`src/rtl/result_uart_tx_pkg.sv`:
```
// Shared UART definitions for the Tiny CPU host link (TX and RX paths).
// FSM encoding, 8N1 frame constants and default bit timing.
package result_uart_tx_pkg;

    typedef enum logic [1:0] {
        IDLE  = 2'd0,
        START = 2'd1,
        DATA  = 2'd2,
        STOP  = 2'd3
    } uart_state_t;

    localparam int DATA_BITS        = 8;
    localparam int STOP_BITS        = 1;
    localparam int DEF_CLKS_PER_BIT = 868;   // 100 MHz / 115200
    localparam int DEF_FIFO_DEPTH   = 4;

endpackage

```
`src/rtl/result_uart_tx_if.sv`:
```
// Controller/datapath-side bundle of the result transmitter.
// master = controller/datapath side, slave = result_uart_tx.
interface result_uart_tx_if;

    logic       Send_en_in;
    logic [7:0] Tx_Byte_in;
    logic       Tx_Serial_out;
    logic       Tx_Busy_out;
    logic       Fifo_Full_out;
    logic       Tx_Done_out;
    logic       Overflow_out;

    modport master (
        output Send_en_in, Tx_Byte_in,
        input  Tx_Serial_out, Tx_Busy_out, Fifo_Full_out, Tx_Done_out, Overflow_out
    );

    modport slave (
        input  Send_en_in, Tx_Byte_in,
        output Tx_Serial_out, Tx_Busy_out, Fifo_Full_out, Tx_Done_out, Overflow_out
    );

endinterface

```
`src/rtl/result_uart_tx_fifo.sv`:
```
// Small synchronous FIFO holding result bytes awaiting transmission.
// Head data is read combinationally so a pop can load the shifter on the same edge.
module result_fifo #(
    parameter int DEPTH = 4,
    parameter int WIDTH = 8
) (
    input  logic                       CLK,
    input  logic                       RST,
    input  logic                       i_push,
    input  logic                       i_pop,
    input  logic [WIDTH-1:0]           i_data,
    output logic [WIDTH-1:0]           o_data,
    output logic                       o_full,
    output logic                       o_empty,
    output logic [$clog2(DEPTH):0]     o_count
);

    localparam int AW = $clog2(DEPTH);
    localparam logic [AW:0] FULL_CNT = (AW+1)'(DEPTH);

    logic [WIDTH-1:0] r_mem [DEPTH];
    logic [AW-1:0]    r_head;
    logic [AW-1:0]    r_tail;
    logic [AW:0]      r_count;
    logic             w_wr;
    logic             w_rd;

    assign o_full  = (r_count == FULL_CNT);
    assign o_empty = (r_count == '0);
    assign o_count = r_count;
    assign o_data  = r_mem[r_head];

    // Full/empty gating uses the pre-edge count, so a push into a full FIFO
    // is dropped even when a pop happens in the same cycle.
    assign w_wr = i_push && !o_full;
    assign w_rd = i_pop && !o_empty;

    always_ff @(posedge CLK) begin
        if (w_wr)
            r_mem[r_tail] <= i_data;
    end

    always_ff @(posedge CLK or negedge RST) begin
        if (!RST) begin
            r_head  <= '0;
            r_tail  <= '0;
            r_count <= '0;
        end else begin
            if (w_wr)
                r_tail <= r_tail + 1'b1;
            if (w_rd)
                r_head <= r_head + 1'b1;
            case ({w_wr, w_rd})
                2'b10:   r_count <= r_count + 1'b1;
                2'b01:   r_count <= r_count - 1'b1;
                default: r_count <= r_count;
            endcase
        end
    end

endmodule

```
`src/rtl/result_uart_tx.sv`:
```
// Result transmitter: queues datapath result bytes and sends each as an
// 8N1 UART frame, LSB first, with one IDLE cycle between frames.
module result_uart_tx
    import result_uart_tx_pkg::*;
#(
    parameter int CLKS_PER_BIT = DEF_CLKS_PER_BIT,
    parameter int FIFO_DEPTH   = DEF_FIFO_DEPTH
) (
    input  logic           CLK,
    input  logic           RST,
    result_uart_tx_if.slave bus
);

    localparam int BW = $clog2(CLKS_PER_BIT);
    localparam int CW = $clog2(FIFO_DEPTH) + 1;
    localparam logic [BW-1:0] BAUD_LAST = BW'(CLKS_PER_BIT - 1);
    localparam logic [BW-1:0] BAUD_PRE  = BW'(CLKS_PER_BIT - 2);
    localparam logic [2:0]    BIT_LAST  = 3'(DATA_BITS - 1);

    uart_state_t r_state;
    logic [BW-1:0] r_baud;
    logic [2:0]    r_bit;
    logic [7:0]    r_shift;
    logic          r_line;
    logic          r_busy;
    logic          r_done;
    logic          r_ovf;

    logic          w_full;
    logic          w_empty;
    logic [CW-1:0] w_count;
    logic [CW-1:0] w_count_nxt;
    logic [7:0]    w_head;
    logic          w_push;
    logic          w_pop;
    logic          w_baud_last;
    logic          w_active_nxt;

    result_fifo #(
        .DEPTH (FIFO_DEPTH),
        .WIDTH (8)
    ) u_fifo (
        .CLK     (CLK),
        .RST     (RST),
        .i_push  (bus.Send_en_in),
        .i_pop   (w_pop),
        .i_data  (bus.Tx_Byte_in),
        .o_data  (w_head),
        .o_full  (w_full),
        .o_empty (w_empty),
        .o_count (w_count)
    );

    assign w_push      = bus.Send_en_in && !w_full;
    assign w_pop       = (r_state == IDLE) && !w_empty;
    assign w_baud_last = (r_baud == BAUD_LAST);
    assign w_count_nxt = w_count + CW'(w_push) - CW'(w_pop);

    // Busy is registered from next-cycle values so it moves on the same edge
    // as the push/pop or final stop cycle that changes it.
    assign w_active_nxt = (r_state == IDLE) ? w_pop
                                            : !((r_state == STOP) && w_baud_last);

    always_ff @(posedge CLK or negedge RST) begin
        if (!RST) begin
            r_state <= IDLE;
            r_baud  <= '0;
            r_bit   <= '0;
            r_shift <= '0;
            r_line  <= 1'b1;
            r_busy  <= 1'b0;
            r_done  <= 1'b0;
            r_ovf   <= 1'b0;
        end else begin
            r_busy <= w_active_nxt || (w_count_nxt != '0);
            r_ovf  <= r_ovf || (bus.Send_en_in && w_full);
            r_done <= (r_state == STOP) && (r_baud == BAUD_PRE);
            case (r_state)
                IDLE: begin
                    r_line <= 1'b1;
                    r_baud <= '0;
                    r_bit  <= '0;
                    if (w_pop) begin
                        r_shift <= w_head;
                        r_line  <= 1'b0;
                        r_state <= START;
                    end
                end
                START: begin
                    if (w_baud_last) begin
                        r_baud  <= '0;
                        r_line  <= r_shift[0];
                        r_state <= DATA;
                    end else begin
                        r_baud <= r_baud + 1'b1;
                    end
                end
                DATA: begin
                    if (w_baud_last) begin
                        r_baud <= '0;
                        if (r_bit == BIT_LAST) begin
                            r_bit   <= '0;
                            r_line  <= 1'b1;
                            r_state <= STOP;
                        end else begin
                            r_bit   <= r_bit + 1'b1;
                            r_shift <= r_shift >> 1;
                            r_line  <= r_shift[1];
                        end
                    end else begin
                        r_baud <= r_baud + 1'b1;
                    end
                end
                STOP: begin
                    if (w_baud_last) begin
                        r_baud  <= '0;
                        r_state <= IDLE;
                    end else begin
                        r_baud <= r_baud + 1'b1;
                    end
                end
                default: r_state <= IDLE;
            endcase
        end
    end

    assign bus.Tx_Serial_out = r_line;
    assign bus.Tx_Busy_out   = r_busy;
    assign bus.Fifo_Full_out = w_full;
    assign bus.Tx_Done_out   = r_done;
    assign bus.Overflow_out  = r_ovf;

endmodule

```
`src/flat_wrapper.sv`:
```
// flat-port wrapper written by rule: the top's interface ports become plain ports
module result_uart_tx_flat import result_uart_tx_pkg::*;
#(
    parameter int CLKS_PER_BIT = DEF_CLKS_PER_BIT,
    parameter int FIFO_DEPTH   = DEF_FIFO_DEPTH
)
  (CLK, RST, bus_Send_en_in, bus_Tx_Byte_in, bus_Tx_Serial_out, bus_Tx_Busy_out, bus_Fifo_Full_out, bus_Tx_Done_out, bus_Overflow_out);
  result_uart_tx_if bus_i ();
  input  logic CLK;
  input  logic RST;
  input wire logic [$bits(bus_i.Send_en_in)-1:0] bus_Send_en_in;
  input wire logic [$bits(bus_i.Tx_Byte_in)-1:0] bus_Tx_Byte_in;
  output wire logic [$bits(bus_i.Tx_Serial_out)-1:0] bus_Tx_Serial_out;
  output wire logic [$bits(bus_i.Tx_Busy_out)-1:0] bus_Tx_Busy_out;
  output wire logic [$bits(bus_i.Fifo_Full_out)-1:0] bus_Fifo_Full_out;
  output wire logic [$bits(bus_i.Tx_Done_out)-1:0] bus_Tx_Done_out;
  output wire logic [$bits(bus_i.Overflow_out)-1:0] bus_Overflow_out;
  assign bus_i.Send_en_in = bus_Send_en_in;
  assign bus_i.Tx_Byte_in = bus_Tx_Byte_in;
  assign bus_Tx_Serial_out = bus_i.Tx_Serial_out;
  assign bus_Tx_Busy_out = bus_i.Tx_Busy_out;
  assign bus_Fifo_Full_out = bus_i.Fifo_Full_out;
  assign bus_Tx_Done_out = bus_i.Tx_Done_out;
  assign bus_Overflow_out = bus_i.Overflow_out;
  result_uart_tx #(.CLKS_PER_BIT(CLKS_PER_BIT), .FIFO_DEPTH(FIFO_DEPTH)) u_core (.CLK(CLK), .RST(RST), .bus(bus_i));
endmodule
```
`config.mk`:
```
export PLATFORM = sky130hd
export DESIGN_NAME = result_uart_tx_flat
export DESIGN_NICKNAME = d
export VERILOG_FILES = /design/src/rtl/result_uart_tx_pkg.sv /design/src/rtl/result_uart_tx_if.sv /design/src/rtl/result_uart_tx_fifo.sv /design/src/rtl/result_uart_tx.sv /design/src/flat_wrapper.sv
export SDC_FILE = /design/constraint.sdc
export NUM_CORES = 1
export LEC_CHECK = 0
export CAP_MARGIN = 10
export CORE_ASPECT_RATIO = 0.9
export CORE_UTILIZATION = 65
export DETAILED_ROUTE_END_ITERATION = 8
export DONT_BUFFER_PORTS = 1
export PLACE_DENSITY = 0.87
export SLEW_MARGIN = 15
export SYNTH_ARGS = -nofsm -noshare
export SYNTH_HDL_FRONTEND = slang
export SYNTH_SLANG_ARGS = --single-unit
```
`constraint.sdc`:
```
create_clock -name CLK -period 4.3 [get_ports CLK]
set_clock_uncertainty 0.05 [all_clocks]
set_input_delay 0.645 -clock CLK [delete_from_list [all_inputs] [get_ports CLK]]
set_output_delay 0.645 -clock CLK [all_outputs]
set_load 0.005 [all_outputs]
```
==> impl_summary.txt, run 1 <==
----------------------------------------------------
[Clock tree]
  CTS Root Buffer Type ... sky130_fd_sc_hd__clkbuf_8
  Clock-pin slew on the worst setup and hold paths ... 80 ps
  Source-to-sink clock delay at the later pin of the worst-skew pair ... 340 ps
  Clock tree from TritonCTS ... yes
  Maximum clock insertion buffer count ... 2
  Post-CTS setup-driven buffer insertion count ... 0
  Number of H-tree levels ... 3
  Clock tree sinks ... between 60 and 70
  Number of buffers added by the clock tree synthesis step ... 9

[Layout]
  Layout cell share with drive strength beyond 1 ... between 15 and 20%
  Final standard cell count with taps included and fillers excluded ... 311
  Number of nets in the layout ... 273
  Final core utilization ... around 75%
  Synthesis-to-layout area growth ... 7.30%
  Final instance area ... ~3400 um2
  Total inserted antenna cells ... 0
  Total area of multi-input combinational cells ... between 1000 and 1500 um2
  Total area of sequential cells ... about 1800 um2
  Count of fill cells added during filler insertion ... 293

[Synthesis]
  Gate count after technology mapping ... 240
  Register bit total from synthesis ... 66
  Fraction of synthesis flops using an asynchronous set or reset pin ... about 52%
  Number of synthesized flops with an enable pin ... 32
  Unique cell type count in the Yosys netlist ... 46
  Yosys synthesis warning count ... 0
  Proportion of synthesized chip area in sequential cells ... ~57%
  Cell area after synthesis ... about 3200 um2
  Post-synth net total ... 269
  Flip-flop cell with the highest count after synthesis ... sky130_fd_sc_hd__dfrtp_1
  Synthesized area divided by synthesized cell count ... about 13 um2

[Place]
  Detailed placement HPWL ... ~3.6 mm
  Placement-stage cell area ... roughly 3200 um2
  Total of buffers placed on input and output ports ... 0
  Inst Count DP ... about 290
  GPL Wtd Cong ... 0.751
  Setup slack after placement ... 1500 ps

[Worst hold path]
  Path category of the worst min-delay check ... in2async

[Timing]
  Minimum period implied by the final worst setup slack ... 2800 ps
  Max-slew violations ... 0
  Final setup TNS ... 0 ps
  Setup repair after global routing missed its margin ... false
  Maximum operating frequency ... 357 MHz
  Worst Hold Margin ... roughly 80 ps
  Worst Setup Slack, final ... 1500 ps
  Final period utilization ... between 60 and 70%
  Final Hold Vio Count ... 0
  Worst-margin pin slew ... 611 ps
  Total of endpoints with negative setup slack in the final report ... 0
  Max-slew headroom ... about three fifths

[Flow run]
  # Max-Cap Violations ... 0

[Route]
  Number of iterations in the first detailed-routing pass ... 4
  Iteration-0 DRC Markers ... approximately 120
  Met2 WL ... 2.68 mm
  Remaining DRCs ... 0
  Vias after detailed routing ... 1837
  Final antenna-violating net count ... 0
  M1 wire length ... 2.44 mm
  Wirelength, routed ... roughly 5.4 mm
  Via-per-instance ratio ... approximately 5.9
  WL per Instance ... approximately 17 um
  Highest metal layer with signal wires ... met4
  Detailed route wirelength on metal3 ... 223 um

[Global route]
  Number of global-route vias before repair ... 1799
  Congestion Overflow GR ... 0
  Overall track demand over capacity in global routing ... between 20% and 30%
  Initial antenna violation count ... 0
  Largest net degree at the start of global routing ... 34
  First-pass GRT wire length ... between 8 and 9 mm

[Die]
  Chip height ... about 69 um
  Core outline area ... around 4600 um2
  Count of pins on the block boundary ... 16
  Die Width ... ~76 um
  Site row count ... 23
  Full die area ... 5220 um2
  Initial core utilization ... between 60% and 70%

[Power and ir drop]
  Overall power ... between 1.5 and 2 mW
  Combinational Power Share ... between 10% and 20%
  Leakage power ... around 1.3 nW
  Net switching component of the power ... between 0.4 and 0.5 mW
  Net switching fraction of the power ... between 20 and 30%
  Sequential cell fraction of total power ... 54.1%
  Pwr Density ... ~440 nW/um2
  Pint ... approximately 1.1 mW
  Fraction of power consumed by the clock network ... between 30% and 40%
  Worst vdd ir ... 423 uV

[Setup path]
  Number of cells on the worst reg-to-reg path ... 9
  Destination of the worst register-to-register timing path ... u_core.bus.Tx_Busy_out
  Startpoint type of the worst setup path ... flip-flop
  Critical R2R Launch ... u_core.u_fifo.o_count[0]
  Critical setup path kind ... reg2reg
  Required @ worst endpoint ... 4450 ps
  Endpoint kind of the worst setup timing path ... flip-flop
  Maximum fanout along the worst path ... 10
  Reg2Reg Setup Slack ... ~1500 ps
  Arrival time worst endpoint ... around 3000 ps
  Worst setup path startpoint ... u_core.u_fifo.o_count[0]

[Run status]
  Run status ... finished, final reports clean

----------------------------------------------------
-- synthesized netlist by cell type, types with 2 or more instances --
cell type / count / area [um2]
sky130_fd_sc_hd__dfrtp_1: 33 / 826
sky130_fd_sc_hd__edfxtp_1: 32 / 961
sky130_fd_sc_hd__nor2_1: 31 / 116
sky130_fd_sc_hd__inv_1: 17 / 63.8
sky130_fd_sc_hd__ha_1: 16 / 200
sky130_fd_sc_hd__xnor2_1: 12 / 105
sky130_fd_sc_hd__mux4_2: 8 / 180
sky130_fd_sc_hd__nand2_1: 8 / 30.0
sky130_fd_sc_hd__or3_1: 8 / 50.1
sky130_fd_sc_hd__a211oi_2: 6 / 75.1
sky130_fd_sc_hd__o31ai_1: 6 / 45.0
sky130_fd_sc_hd__mux2_2: 5 / 56.3
sky130_fd_sc_hd__nand3_1: 5 / 25.0
sky130_fd_sc_hd__xor2_1: 5 / 43.8
sky130_fd_sc_hd__and3_1: 4 / 25.0
sky130_fd_sc_hd__o21ai_0: 4 / 20.0
sky130_fd_sc_hd__a22o_1: 3 / 26.3
sky130_fd_sc_hd__clkbuf_1: 3 / 11.3
sky130_fd_sc_hd__a21oi_1: 2 / 10.0
sky130_fd_sc_hd__buf_4: 2 / 15.0
sky130_fd_sc_hd__buf_6: 2 / 22.5
sky130_fd_sc_hd__fa_1: 2 / 40.0
sky130_fd_sc_hd__mux2i_1: 2 / 20.0
sky130_fd_sc_hd__nor4_1: 2 / 12.5
-- state kept, by name, indices dropped and copies added (netlist names) --
signal                    count
u_core.bus.Tx_Busy_out        1
u_core.r_bit                  3
u_core.r_state                2
u_core.bus.Overflow_out       1
u_core.u_fifo.r_tail          2
u_core.bus.Tx_Done_out        1
u_core.u_fifo.o_count         3
u_core.r_baud                10
u_core.bus.Tx_Serial_out      1
u_core.u_fifo.r_mem          32
u_core.r_shift                8
u_core.u_fifo.r_head          2
-- repair_timing --
| item | CTS | global route |
|---|---|---|
| hold buffers | 1 | 0 |
| hold endpoints to repair | 33 | 0 |
| resized for setup | 0 | 0 |
-- power groups by stage --
| stage | Combinational [mW] | Clock, mW | Sequential (mW) |
|---|---|---|---|
| after floorplan | 0.185 | 0 | 0.812 |
| after global placement | 0.201 | 0 | 0.830 |
| after detailed placement | 0.217 | 0 | 0.839 |
| after CTS | 0.226 | 0.489 | 0.826 |
| after global routing | 0.250 | 0.518 | 0.833 |
| final | 0.225 | 0.477 | 0.826 |
-- layer usage --
metal	vias to the layer above	GRT usage [%]
li1	868	-
met2	44	37.8
met4	0	7.21
met5	-	0
met3	4	8.03
met1	921	29.3
-- placed cells by master, fill, tap and decap left out, types with 8 or more instances in the layout --
cell                       netlist  routed
sky130_fd_sc_hd__clkbuf_8        0      11
sky130_fd_sc_hd__dfrtp_1        33      33
sky130_fd_sc_hd__edfxtp_1       32      32
sky130_fd_sc_hd__ha_1           16      16
sky130_fd_sc_hd__inv_1          17      17
sky130_fd_sc_hd__mux4_2          8       8
sky130_fd_sc_hd__nand2_1         8       8
sky130_fd_sc_hd__nor2_1         31      31
sky130_fd_sc_hd__or3_1           8       8
sky130_fd_sc_hd__xnor2_1        12      12
-- cell families (layout without fill, tap and decap cells) --
group	after synthesis	count (layout)	synth area share (%)
flops	66	66	56.5
buf+inv	25	34	3.67
xor+xnor	17	17	4.64
compound gates	27	27	7.57
fa+ha+maj	18	18	7.49
simple gates	72	72	12.1
mux	15	15	8.00
-- area by class of cell --
| class | instances | share of cell area, % |
|---|---|---|
| Sequential cell | 66 | 52.7 |
| Clock inverter | 5 | 1.13 |
| Clock buffer | 11 | 4.40 |
| Inverter | 17 | 1.85 |
| Multi-Input combinational cell | 149 | 37.1 |
| Tap cell | 62 | 2.25 |
| Timing Repair Buffer | 1 | 0.582 |
-- worst max path at each step --
stage	cells past startpoint	slack (ps)	end
floorplan	9	1840	u_core.bus.Tx_Busy_out
detailed placement	9	1500	u_core.bus.Tx_Busy_out
global placement	9	1710	u_core.bus.Tx_Busy_out
finish	9	1500	u_core.bus.Tx_Busy_out
CTS	9	1480	u_core.bus.Tx_Busy_out
global route	9	1280	u_core.bus.Tx_Busy_out
-- critical path, stage by stage (launching register included) --
cell and delay [ps]:
sky130_fd_sc_hd__dfrtp_1 490, sky130_fd_sc_hd__o31ai_4 510, sky130_fd_sc_hd__inv_1 210, sky130_fd_sc_hd__xnor2_1 170
sky130_fd_sc_hd__ha_1 220, sky130_fd_sc_hd__fa_1 400, sky130_fd_sc_hd__xor2_1 160, sky130_fd_sc_hd__xnor2_1 140
sky130_fd_sc_hd__nor4_1 180, sky130_fd_sc_hd__o21ai_0 130
(Power assumes the default switching activity.)
==> run 2: changes to the inputs <==
--- a/config.mk
+++ b/config.mk
@@ -5,12 +5,13 @@
 export SDC_FILE = /design/constraint.sdc
 export NUM_CORES = 1
 export LEC_CHECK = 0
+export ABC_AREA = 1
 export CAP_MARGIN = 10
 export CORE_ASPECT_RATIO = 0.9
-export CORE_UTILIZATION = 65
+export CORE_UTILIZATION = 63
 export DETAILED_ROUTE_END_ITERATION = 8
 export DONT_BUFFER_PORTS = 1
-export PLACE_DENSITY = 0.87
+export PLACE_DENSITY = 0.85
 export SLEW_MARGIN = 15
 export SYNTH_ARGS = -nofsm -noshare
 export SYNTH_HDL_FRONTEND = slang
==> constraint.sdc (replaced) <==
create_clock -name CLK -period 2.9 [get_ports CLK]
set_clock_uncertainty 0.05 [all_clocks]
set_input_delay 0.435 -clock CLK [delete_from_list [all_inputs] [get_ports CLK]]
set_output_delay 0.435 -clock CLK [all_outputs]
set_load 0.005 [all_outputs]
==> run 2 against run 1 <==
  * Synthesized area decreased by 1.2%
  * Sequential power grew 42%
  * Utilization decreased by 3.1 points
  * Clock power up 58%
  * Synthesized cell count is 37% higher
  * Largest cell class unchanged
  * Die area up 1.9%
  * Wire length is 9.2% higher
  * Critical path depth unchanged
  * First-iteration DRC count increased by 37%
  * Setup slack worse by 1000 ps
  * Sequential share of layout area is 0.32 points lower
==> impl_summary.txt, run 2 <==
----------------------------------------------------
[Route]
  Number of iterations in the first detailed-routing pass ... 5 (+1)
  Via-per-instance ratio ... 5.40 (-8.5%)
  Final antenna-violating net count ... 0 (unchanged)
  Wirelength, routed ... 5.88 mm (+9.2%)
  Detailed route wirelength on metal3 ... 335 um (+50%)
  Highest metal layer with signal wires ... met4
  Met2 WL ... 2.96 mm (+11%)
  M1 wire length ... 2.47 mm (+1.0%)
  Remaining DRCs ... 0 (unchanged)
  Vias after detailed routing ... 2205 (+20%)
  WL per Instance ... 14.4 um (-17%)
  Iteration-0 DRC Markers ... 167 (+37%)

[Layout]
  Commonest cells after routing, fill and taps aside ... 95 x sky130_fd_sc_hd__nand2_1, 39 x sky130_fd_sc_hd__nand3_1, 37 x sky130_fd_sc_hd__inv_1
  Total area of multi-input combinational cells ... 1180 um2 (-7.5%)
  Layout cell share with drive strength beyond 1 ... 8.16% (-9.5 points)
  Total area of sequential cells ... 1810 um2 (unchanged)
  Total inserted antenna cells ... 0 (unchanged)
  Count of fill cells added during filler insertion ... 350 (+19%)
  Top reg by flops ... u_core.u_fifo.r_mem
  Most common cell after layout, fill and taps aside ... sky130_fd_sc_hd__nand2_1
  Number of nets in the layout ... 367 (+34%)
  Synthesis-to-layout area growth ... 9.28%
  Largest register FFs ... 32 (unchanged)
  Top Registers ... u_core.u_fifo.r_mem (32), u_core.r_baud (10), u_core.r_shift (8)

[Timing]
  Max-slew headroom ... 46.9% (-12 points)
  Minimum period implied by the final worst setup slack ... 2440 ps (-360 ps)
  Worst Hold Margin ... 130 ps (+49.8 ps)
  Max-slew violations ... 0 (unchanged)
  Total of endpoints with negative setup slack in the final report ... 0 (unchanged)
  Maximum operating frequency ... 410 MHz (+15%)
  Setup repair after global routing missed its margin ... false
  Final period utilization ... 84.1% (+19 points)
  Final Hold Vio Count ... 0 (unchanged)
  Worst-margin pin slew ... 794 ps (+182 ps)
  Final setup TNS ... 0 ps (unchanged)

[Setup path]
  Arrival time worst endpoint ... 2610 ps (-340 ps)
  Endpoint kind of the worst setup timing path ... flip-flop
  Critical setup path kind ... reg2reg
  Maximum fanout along the worst path ... 9 (-1)
  Required @ worst endpoint ... 3070 ps (-1380 ps)
  Startpoint type of the worst setup path ... flip-flop

[Clock tree]
  CTS Root Buffer Type ... sky130_fd_sc_hd__clkbuf_8
  Clock-pin slew on the worst setup and hold paths ... 80 ps (about the same)
  Clock tree sinks ... 66 (unchanged)
  Post-CTS setup-driven buffer insertion count ... 0 (unchanged)
  Clock tree from TritonCTS ... yes
  Number of H-tree levels ... 3 (unchanged)
  Maximum clock insertion buffer count ... 2 (unchanged)
  Source-to-sink clock delay at the later pin of the worst-skew pair ... 340 ps (about the same)
  Number of buffers added by the clock tree synthesis step ... 9 (unchanged)
  Count of hold buffers inserted by post-cts repair ... 2 (+1)
  Post-cts repair resize count ... 0 (unchanged)

[Place]
  GPL Wtd Cong ... 0.809 (+7.7%)
  Total of buffers placed on input and output ports ... 0 (unchanged)
  Detailed placement HPWL ... 4.03 mm (+12%)

[Die]
  Full die area ... 5320 um2 (+1.9%)
  Site row count ... 24 (+4.3%)
  Initial core utilization ... 65.5% (-4.1 points)
  Die Width ... 76.8 um (+0.93%)
  Chip height ... 69.3 um (+0.93%)
  Count of pins on the block boundary ... 16 (unchanged)
  Core outline area ... 4830 um2 (+5.0%)

[Global route]
  Initial antenna violation count ... 0 (unchanged)
  First-pass GRT wire length ... 9.93 mm (+15%)
  Overall track demand over capacity in global routing ... 25.0% (+2.1 points)
  Number of global-route vias before repair ... 2211 (+23%)
  Congestion Overflow GR ... 0 (unchanged)
  Largest net degree at the start of global routing ... 35 (+2.9%)

[Synthesis]
  List of most frequent post-synthesis cells ... 95 x sky130_fd_sc_hd__nand2_1, 39 x sky130_fd_sc_hd__nand3_1, 37 x sky130_fd_sc_hd__inv_1
  Cell area after synthesis ... 3170 um2 (-1.2%)
  Yosys synthesis warning count ... 0 (unchanged)
  Area share of the leading cell type in the synthesized netlist ... 30.3% (+0.37 points)
  Register bit total from synthesis ... 66 (unchanged)
  Flip-flop cell with the highest count after synthesis ... sky130_fd_sc_hd__dfrtp_1
  Unique cell type count in the Yosys netlist ... 27 (-41%)
  Cell with the most instances after synthesis ... sky130_fd_sc_hd__nand2_1
  Number of synthesized flops with an enable pin ... 32 (unchanged)
  Main area contributors after synthesis ... sky130_fd_sc_hd__edfxtp_1 30%, sky130_fd_sc_hd__dfrtp_1 26%, sky130_fd_sc_hd__nand2_1 11%
  Synthesized area divided by synthesized cell count ... 9.63 um2 (-28%)
  Fraction of synthesis flops using an asynchronous set or reset pin ... 51.5% (unchanged)
  Biggest area consumer among synthesized cells ... sky130_fd_sc_hd__edfxtp_1
  Post-synth net total ... 358 (+33%)
  Gate count after technology mapping ... 329 (+37%)
  Proportion of synthesized chip area in sequential cells ... 57.2% (+0.69 points)

[Power and ir drop]
  Net switching fraction of the power ... 28.1% (+0.17 points)
  Sequential cell fraction of total power ... 51.2% (-2.9 points)
  Pint ... 1.65 mW (+50%)
  Net switching component of the power ... 0.645 mW (+51%)
  Overall power ... 2.30 mW (+50%)
  Worst vdd ir ... 525 uV (+24%)
  Fraction of power consumed by the clock network ... 32.8% (+1.6 points)
  Leakage power ... 1.56 nW (+15%)
  Combinational Power Share ... 16.0% (+1.3 points)
  Pwr Density ... 663 nW/um2 (+49%)

[Run status]
  Run status ... finished, final reports clean

[Flow run]
  # Max-Cap Violations ... 0 (unchanged)

[Worst hold path]
  Path category of the worst min-delay check ... in2reg

----------------------------------------------------
==> run 2: changes by cell type after synthesis, sizes merged, moves of 10 or more <==
cell,delta
nand2,+88
nand3,+35
inv,+22
nor2,-11
o21ai,+10
xnor2,-10
==> run 2: critical path: stages (launching register included) <==
cell and delay, ps:
sky130_fd_sc_hd__dfrtp_1 430, sky130_fd_sc_hd__nor2_1 240, sky130_fd_sc_hd__nand2_1 120, sky130_fd_sc_hd__nand2_1 270, sky130_fd_sc_hd__xor2_1 130, sky130_fd_sc_hd__ha_1 230
sky130_fd_sc_hd__fa_1 400, sky130_fd_sc_hd__xnor2_1 190, sky130_fd_sc_hd__xor2_1 180, sky130_fd_sc_hd__nand3_1 90
==> run 2: logic make-up after synthesis <==
group | share of synthesized area, %
flip-flops | 57.2
XOR/XNOR | 2.21
adder cells (fa/ha/maj) | 7.58
buffers and inverters | 5.49
AND/OR/NAND/NOR | 22.7
AO/OA/AOI/OAI | 4.78
==> run 2: through the flow <==
step | setup slack (ps) | instance area (um2) | std cells | util [%]
4_1_cts | 457 | 3460 | 408 | 71.6
3_5_place_dp | 473 | 3240 | 390 | 67.0
2_1_floorplan | 729 | 3170 | 329 | -
6_report | 460 | 3460 | 408 | 71.6
3_3_place_gp | 628 | 3240 | 390 | 67.0
5_1_grt | 242 | 3460 | 408 | 71.6
==> run 2: power by group through the flow <==
stage	Combinational, mW	Clock, mW	Sequential [mW]
after detailed placement	0.349	0	1.19
after CTS	0.372	0.758	1.17
after floorplan	0.259	0	1.18
final	0.367	0.754	1.17
after global placement	0.331	0	1.19
after global routing	0.422	0.798	1.18
==> run 2: final cells by class <==
cell class | count | share of cell area [%]
flip-flops and latches | 66 | 52.4
multi-input cells | 218 | 34.1
inverters | 39 | 4.23
clock buffers | 10 | 3.69
well taps | 65 | 2.35
clock inverters | 6 | 1.95
repair buffers | 4 | 1.30
==> run 2: per-layer routing <==
layer  GRT usage [%]  vias up
met5               0        -
met3            8.95       14
met1            29.4     1047
met4            13.0        0
met2            40.5       53
li1                -     1091
==> run 2: path summary, 6_finish.rpt <==
kind,slack (ps),end,startpoint,depth (start not counted)
worst max-delay path,460,u_core.bus.Tx_Busy_out,u_core.u_fifo.o_count[0],9
worst min-delay path,130,u_core.u_fifo.r_mem[2][4],bus_Tx_Byte_in[4],0
worst max register to register,460,u_core.bus.Tx_Busy_out,u_core.u_fifo.o_count[0],9
worst min register to register,430,u_core.r_shift[1],u_core.r_shift[1],2
max in group asynchronous,2060,u_core.bus.Tx_Serial_out,RST,2
min in group asynchronous,490,u_core.r_shift[4],RST,2
